File: config.mk
export PLATFORM = sky130hd
export DESIGN_NAME = stage_sequencer_flat
export DESIGN_NICKNAME = d
export VERILOG_FILES = /design/src/rtl/shrv_seq_pkg.sv /design/src/rtl/stage_sequencer_if.sv /design/src/rtl/seq_next_stage.sv /design/src/rtl/stage_sequencer.sv /design/src/flat_wrapper.sv
export SDC_FILE = /design/constraint.sdc
export NUM_CORES = 1
export LEC_CHECK = 0
export BUFFER_PORTS_ARGS = -buffer_cell sky130_fd_sc_hd__buf_4
export CAP_MARGIN = 20
export CORE_MARGIN = 8
export CORE_UTILIZATION = 51
export DETAILED_ROUTE_END_ITERATION = 8
export GPL_TIMING_DRIVEN = 0
export PLACE_DENSITY = 0.73
export SLEW_MARGIN = 20
export SYNTH_ARGS = -nofsm -noshare
export SYNTH_HDL_FRONTEND = slang
export SYNTH_SLANG_ARGS = --single-unit
export TNS_END_PERCENT = 50
File: constraint.sdc
create_clock -name clk -period 2 [get_ports clk]
set_input_delay 0.1 -clock clk [delete_from_list [all_inputs] [get_ports clk]]
set_output_delay 0.1 -clock clk [all_outputs]
set_load 0.01 [all_outputs]
File: src/rtl/shrv_seq_pkg.sv
// Shared types and default stage numbering for the stage sequencer.
// Stage indices follow the classic five-phase fetch/decode/execute/memory/writeback order.
package shrv_seq_pkg;

   typedef enum logic [1:0] {
      RUN  = 2'd0,
      HALT = 2'd1,
      ERR  = 2'd2
   } seq_state_e;

   localparam int ST_FT = 0;
   localparam int ST_DC = 1;
   localparam int ST_EX = 2;
   localparam int ST_MA = 3;
   localparam int ST_WB = 4;

endpackage

File: src/rtl/stage_sequencer_if.sv
// Control/status bundle between the core controller and the stage sequencer.
// master drives hold/skip/flush/halt_req; slave (the sequencer) drives the stage outputs.
interface stage_sequencer_if #(
   parameter int NUM_STAGES = 5,
   parameter int CNT_W      = 16
);
   localparam int IDX_W = (NUM_STAGES > 1) ? $clog2(NUM_STAGES) : 1;

   logic [NUM_STAGES-1:0] hold;
   logic [NUM_STAGES-1:0] skip;
   logic                  flush;
   logic                  halt_req;

   logic [NUM_STAGES-1:0] stage_en;
   logic [NUM_STAGES-1:0] stage_fire;
   logic [IDX_W-1:0]      cur_stage;
   logic                  retire;
   logic                  halted;
   logic                  timeout_err;
   logic [CNT_W-1:0]      inst_cycles;

   modport master (
      output hold, skip, flush, halt_req,
      input  stage_en, stage_fire, cur_stage, retire, halted, timeout_err, inst_cycles
   );

   modport slave (
      input  hold, skip, flush, halt_req,
      output stage_en, stage_fire, cur_stage, retire, halted, timeout_err, inst_cycles
   );

endinterface

File: src/rtl/seq_next_stage.sv
// Finds the lowest non-skipped stage above cur; wrap=1 when none exists (next is stage 0).
// Purely combinational; skip[0] never matters since stage 0 is always entered on wrap.
module seq_next_stage #(
   parameter int NUM_STAGES = 5,
   parameter int IDX_W      = 3
) (
   input  logic [IDX_W-1:0]      cur,
   input  logic [NUM_STAGES-1:0] skip,
   output logic [IDX_W-1:0]      nxt,
   output logic                  wrap
);

   logic unused_skip0;
   assign unused_skip0 = skip[0];

   // Descending scan so the last hit is the lowest qualifying index.
   always_comb begin
      nxt  = '0;
      wrap = 1'b1;
      for (int k = NUM_STAGES - 1; k >= 1; k--) begin
         if ((k > int'(cur)) && !skip[k]) begin
            nxt  = IDX_W'(k);
            wrap = 1'b0;
         end
      end
   end

endmodule

File: src/rtl/stage_sequencer.sv
// One-hot multi-cycle stage sequencer with hold/skip, flush, halt at instruction boundary and a hold watchdog.
// stage_fire/retire are combinational from state, hold and flush; every other output is registered.
module stage_sequencer
   import shrv_seq_pkg::*;
#(
   parameter int NUM_STAGES  = 5,
   parameter int TIMEOUT_CYC = 255,
   parameter int CNT_W       = 16
) (
   input logic               clk,
   input logic               rst,
   stage_sequencer_if.slave  bus
);

   localparam int IDX_W = (NUM_STAGES > 1) ? $clog2(NUM_STAGES) : 1;
   localparam int WD_W  = (TIMEOUT_CYC > 1) ? $clog2(TIMEOUT_CYC) : 1;
   localparam logic [WD_W-1:0]  WD_LIMIT = (TIMEOUT_CYC > 0) ? WD_W'(TIMEOUT_CYC - 1) : '0;
   localparam logic [CNT_W-1:0] CNT_MAX  = '1;

   seq_state_e            state_q, state_nxt;
   logic [IDX_W-1:0]      cur_q, cur_nxt;
   logic [NUM_STAGES-1:0] en_q, en_nxt;
   logic [WD_W-1:0]       wd_q, wd_nxt;
   logic [CNT_W-1:0]      icnt_q, icnt_nxt;
   logic [CNT_W-1:0]      inst_q, inst_nxt;
   logic                  halted_q, terr_q;

   logic [IDX_W-1:0]      srch_nxt;
   logic                  srch_wrap;
   logic                  run, held, wd_trip;
   logic [CNT_W-1:0]      icnt_inc;
   logic [NUM_STAGES-1:0] fire_c;
   logic                  retire_c;

   seq_next_stage #(
      .NUM_STAGES (NUM_STAGES),
      .IDX_W      (IDX_W)
   ) u_next (
      .cur  (cur_q),
      .skip (bus.skip),
      .nxt  (srch_nxt),
      .wrap (srch_wrap)
   );

   assign run      = (state_q == RUN) && !rst;
   assign held     = bus.hold[cur_q];
   // The trip cycle is the last held cycle that brings the count to the limit.
   assign wd_trip  = (TIMEOUT_CYC > 0) && run && held && (wd_q == WD_LIMIT);
   assign icnt_inc = (icnt_q == CNT_MAX) ? icnt_q : icnt_q + 1'b1;

   always_comb begin
      state_nxt = state_q;
      cur_nxt   = cur_q;
      wd_nxt    = wd_q;
      icnt_nxt  = icnt_q;
      inst_nxt  = inst_q;
      fire_c    = '0;
      retire_c  = 1'b0;

      unique case (state_q)
         RUN: begin
            if (bus.flush) begin
               cur_nxt  = '0;
               wd_nxt   = '0;
               icnt_nxt = '0;
            end else if (wd_trip) begin
               state_nxt = ERR;
            end else if (held) begin
               wd_nxt   = wd_q + 1'b1;
               icnt_nxt = icnt_inc;
            end else begin
               fire_c[cur_q] = run;
               wd_nxt        = '0;
               if (srch_wrap) begin
                  retire_c = run;
                  inst_nxt = icnt_inc;
                  icnt_nxt = '0;
                  cur_nxt  = '0;
                  if (bus.halt_req) begin
                     state_nxt = HALT;
                  end
               end else begin
                  cur_nxt  = srch_nxt;
                  icnt_nxt = icnt_inc;
               end
            end
         end
         HALT: begin
            if (!bus.flush && !bus.halt_req) begin
               state_nxt = RUN;
               cur_nxt   = '0;
            end
         end
         ERR: begin
            state_nxt = ERR;
         end
         default: begin
            state_nxt = ERR;
         end
      endcase

      en_nxt = (state_nxt == RUN) ? (NUM_STAGES'(1) << cur_nxt) : '0;
   end

   always_ff @(posedge clk) begin
      if (rst) begin
         state_q  <= RUN;
         cur_q    <= IDX_W'(ST_FT);
         en_q     <= NUM_STAGES'(1);
         wd_q     <= '0;
         icnt_q   <= '0;
         inst_q   <= '0;
         halted_q <= 1'b0;
         terr_q   <= 1'b0;
      end else begin
         state_q  <= state_nxt;
         cur_q    <= cur_nxt;
         en_q     <= en_nxt;
         wd_q     <= wd_nxt;
         icnt_q   <= icnt_nxt;
         inst_q   <= inst_nxt;
         halted_q <= (state_nxt == HALT);
         terr_q   <= (state_nxt == ERR);
      end
   end

   // en_q resets to stage 0 so the first post-reset cycle is already active; mask it while in reset.
   assign bus.stage_en    = en_q & {NUM_STAGES{~rst}};
   assign bus.stage_fire  = fire_c;
   assign bus.retire      = retire_c;
   assign bus.cur_stage   = cur_q;
   assign bus.halted      = halted_q;
   assign bus.timeout_err = terr_q;
   assign bus.inst_cycles = inst_q;

endmodule

File: src/flat_wrapper.sv
// flat-port wrapper written by rule: the top's interface ports become plain ports
module stage_sequencer_flat import shrv_seq_pkg::*;
#(
   parameter int NUM_STAGES  = 5,
   parameter int TIMEOUT_CYC = 255,
   parameter int CNT_W       = 16
)
  (clk, rst, bus_hold, bus_skip, bus_flush, bus_halt_req, bus_stage_en, bus_stage_fire, bus_cur_stage, bus_retire, bus_halted, bus_timeout_err, bus_inst_cycles);
  stage_sequencer_if #(.NUM_STAGES(NUM_STAGES), .CNT_W(CNT_W)) bus_i ();
  input logic clk;
  input logic rst;
  input wire logic [$bits(bus_i.hold)-1:0] bus_hold;
  input wire logic [$bits(bus_i.skip)-1:0] bus_skip;
  input wire logic [$bits(bus_i.flush)-1:0] bus_flush;
  input wire logic [$bits(bus_i.halt_req)-1:0] bus_halt_req;
  output wire logic [$bits(bus_i.stage_en)-1:0] bus_stage_en;
  output wire logic [$bits(bus_i.stage_fire)-1:0] bus_stage_fire;
  output wire logic [$bits(bus_i.cur_stage)-1:0] bus_cur_stage;
  output wire logic [$bits(bus_i.retire)-1:0] bus_retire;
  output wire logic [$bits(bus_i.halted)-1:0] bus_halted;
  output wire logic [$bits(bus_i.timeout_err)-1:0] bus_timeout_err;
  output wire logic [$bits(bus_i.inst_cycles)-1:0] bus_inst_cycles;
  assign bus_i.hold = bus_hold;
  assign bus_i.skip = bus_skip;
  assign bus_i.flush = bus_flush;
  assign bus_i.halt_req = bus_halt_req;
  assign bus_stage_en = bus_i.stage_en;
  assign bus_stage_fire = bus_i.stage_fire;
  assign bus_cur_stage = bus_i.cur_stage;
  assign bus_retire = bus_i.retire;
  assign bus_halted = bus_i.halted;
  assign bus_timeout_err = bus_i.timeout_err;
  assign bus_inst_cycles = bus_i.inst_cycles;
  stage_sequencer #(.NUM_STAGES(NUM_STAGES), .TIMEOUT_CYC(TIMEOUT_CYC), .CNT_W(CNT_W)) u_core (.clk(clk), .rst(rst), .bus(bus_i));
endmodule
==> results.tsv <==
metric	value	unit
post-route-period-util	1.03	
fin_util	0.725	
h-tree-depth	2	
numCtsBuffers	5	
avgSynthCellArea	8.51	sq um
grt_use_total	0.189	
synthCells	327	
vdd_ir_drop_max	0.000414	V
layout_commonest_cell	buf_4	
synthesis.area	2780	sq um
power_density	507	nW/um^2
critPathRequiredTime	2260	ps
areaGrowthSynthToFinish	40.7	%
final.setup_skew	11.6	ps
layout-drive-gt1-share	0.408	
root_buffer	clkbuf_8	
synth.top_cell.area_share	0.374	
ys_async_sr_fraction	0	
cp_top_family	simple AND/OR/NAND/NOR gates	
synth_edf_count	0	
antenna_found_initial	0	
yosys.area.top_type	dfxtp_1	
critical_path_depth	6	
diodes	0	
fmax	486	MHz
totalWireLength	8390	um
clkLatencyLatePin	320	ps
final_cell_mix	buf_4 (64), dfxtp_1 (33), nand2_1 (27), nor2_1 (26), a21oi_1 (15)	
grt_pass1_wl	13000	um
period_minus_slack	2060	ps
rsz0062_at_grt	true	
ys_warn_count	0	
synth_cell_types	62	
die_w	89.9	um
slowest_delay	550	ps
max_slew_margin	0.529	
clock-sinks	52	
finalWeightedCongestion	0.934	
finalHoldViolCount	0	
max_cap_violations	0	
holdCritPathClass	input pin to flop	
critPathBufInv	1	
setup_tns	-133	ps
cpMaxStageDelayCell	or4b_4	
vias	2875	
fin_area	3920	sq um
worst_slack	-55.8	ps
violations	negative setup slack	
drc	0	
core	5410	sq um
dp_hpwl	5500	um
routedWlPerCell	17.8	um
clk_path_buf_depth	2	
fp.dieH	89.9	um
ant_nets	0	
synth-seq-cells	52	
slew_viol_final	0	
arrival	2310	ps
dpl_cell_area	3230	sq um
start_kind	flop	
die_area	8080	sq um
viasPerCell	6.09	
start_util	0.515	
r2r_cells	6	
max_slew.worst_pin.slew	706	ps
clk_pin_slew_worst_paths	90	ps
outcome	finished with violations	
cts_tree	done	
nets	416	
grt_pass1_vias	2673	
ys_seq_area_frac	0.374	
synth_area_leaders	dfxtp_1 (37%), nand2_1 (4.0%), nor2_1 (3.8%), a21oi_1 (3.1%), or4_1 (2.4%)	
cp-end-kind	flop	
crit_fanout	7	
dr.pass1.iters	4	
port_buffers	44	
setup_violations	11	
grt_max_degree	16	
hold_path_depth	3	
path_cells	buf_8 -> mux2i_4 -> o221a_4 -> nor3_4 -> or4b_4 -> and4bb_1	
drt_iter0_drc	240	
synth_fp_nets	344	
num_io_pins	46	
ys.flop_type	dfxtp_1	
critical_path_class	flop to flop	
globalRouteOverflowTotal	0	
p_leak	1.47	nW
core.rowCount	27	
routing by layer:
metal / GRT usage / up-vias / wire length (um)
li1: - / 1385 / -
met3: 0.0399 / 10 / 398
met2: 0.317 / 88 / 4090
met4: 0.0499 / 0 / 63
met5: 0 / - / 0
met1: 0.239 / 1392 / 3840
layout make-up:
type                    count  area [sq um]
inverters                   8          30.0
plain buffers              20           161
clock inverters             2          10.0
well taps                  72          90.1
flip-flops and latches     52          1080
fillers                   422          1490
multi-input cells         245          1940
repair buffers             67           527
clock buffers               6          82.6
cell usage after synthesis (2+ instances only):
cell,count
a2111oi_0,5
nand3_1,10
o21ai_1,2
nand2b_1,2
xnor2_1,2
buf_2,11
o31a_1,2
nor4b_1,2
o2bb2ai_1,2
o32ai_1,2
clkbuf_1,9
mux2i_1,3
a21oi_1,17
nor4_1,9
nor2b_1,6
a21o_1,6
and3_1,2
a311oi_1,6
nand2_1,30
inv_1,8
and2_1,2
nor3_1,7
a22o_1,6
o31ai_1,6
dfxtp_1,52
xor2_1,3
a32oi_1,2
ha_1,3
and4_1,2
o21ai_0,12
nor3_2,2
or4_1,9
a31oi_1,4
o211ai_1,3
nand4_1,9
nor2_1,28
or3_1,7
o21a_1,5
a211oi_1,5
buf_1,2
flip-flops by register name, indices dropped and copies added (netlist names):
register / flops
u_core.en_q: 5
u_core.bus.timeout_err: 1
u_core.state_q: 2
u_core.bus.cur_stage: 3
u_core.bus.inst_cycles: 16
u_core.icnt_q: 16
u_core.bus.halted: 1
u_core.wd_q: 8
tightest hold or removal path: cells and delay by family:
kind,cells,cell delay [ps]
AND/OR/NAND/NOR,2,210
buffers and inverters,1,100
path summary, 6_finish.rpt:
path / start / endpoint / slack [ps]
setup / recovery: u_core.bus.cur_stage[0] / u_core.en_q[2] / -60
hold / removal: rst / u_core.en_q[3] / 150
setup reg to reg: u_core.bus.cur_stage[0] / u_core.en_q[2] / -60
hold reg to reg: u_core.bus.inst_cycles[14] / u_core.bus.inst_cycles[14] / 470
kinds of logic (layout without fill, tap and decap cells):
logic type,after synthesis,after routing,share of synthesized area
multiplexers,4,4,0.0157
flip-flops,52,52,0.374
AO/OA/AOI/OAI,97,97,0.267
adder cells (fa/ha/maj),3,3,0.0135
buffers and inverters,31,103,0.0494
AND/OR/NAND/NOR,135,136,0.265
XOR/XNOR,5,5,0.0157
timing repair:
action | 4_1_cts | 5_1_grt
hold buffers | 0 | 0
gates cloned | 1 | 1
gates resized for setup | 49 | 64
setup buffers | 10 | 12
endpoints found under the hold margin | 0 | 0
pin swaps | 7 | 30
setup endpoints to repair | 50 | 48
power breakdown:
part,switching [mW],total [mW],internal [mW]
clock network,0.360,0.638,0.277
logic,0.162,0.289,0.127
registers,0.0126,1.06,1.05
total,0.535,1.99,1.45
through the flow:
| step | total power, mW | cells | hold WS (ps) | setup WS [ps] |
|---|---|---|---|---|
| after global placement | 1.30 | 443 | 442 | -457 |
| after floorplan | 1.22 | 327 | 282 | -3.12 |
| after CTS | 1.95 | 460 | 157 | -68.7 |
| after global routing | 2.04 | 472 | 156 | -125 |
| final | 1.99 | 472 | 151 | -55.8 |
| after detailed placement | 1.30 | 443 | 447 | -468 |
No activity file was read; power rests on OpenSTA's default activity.
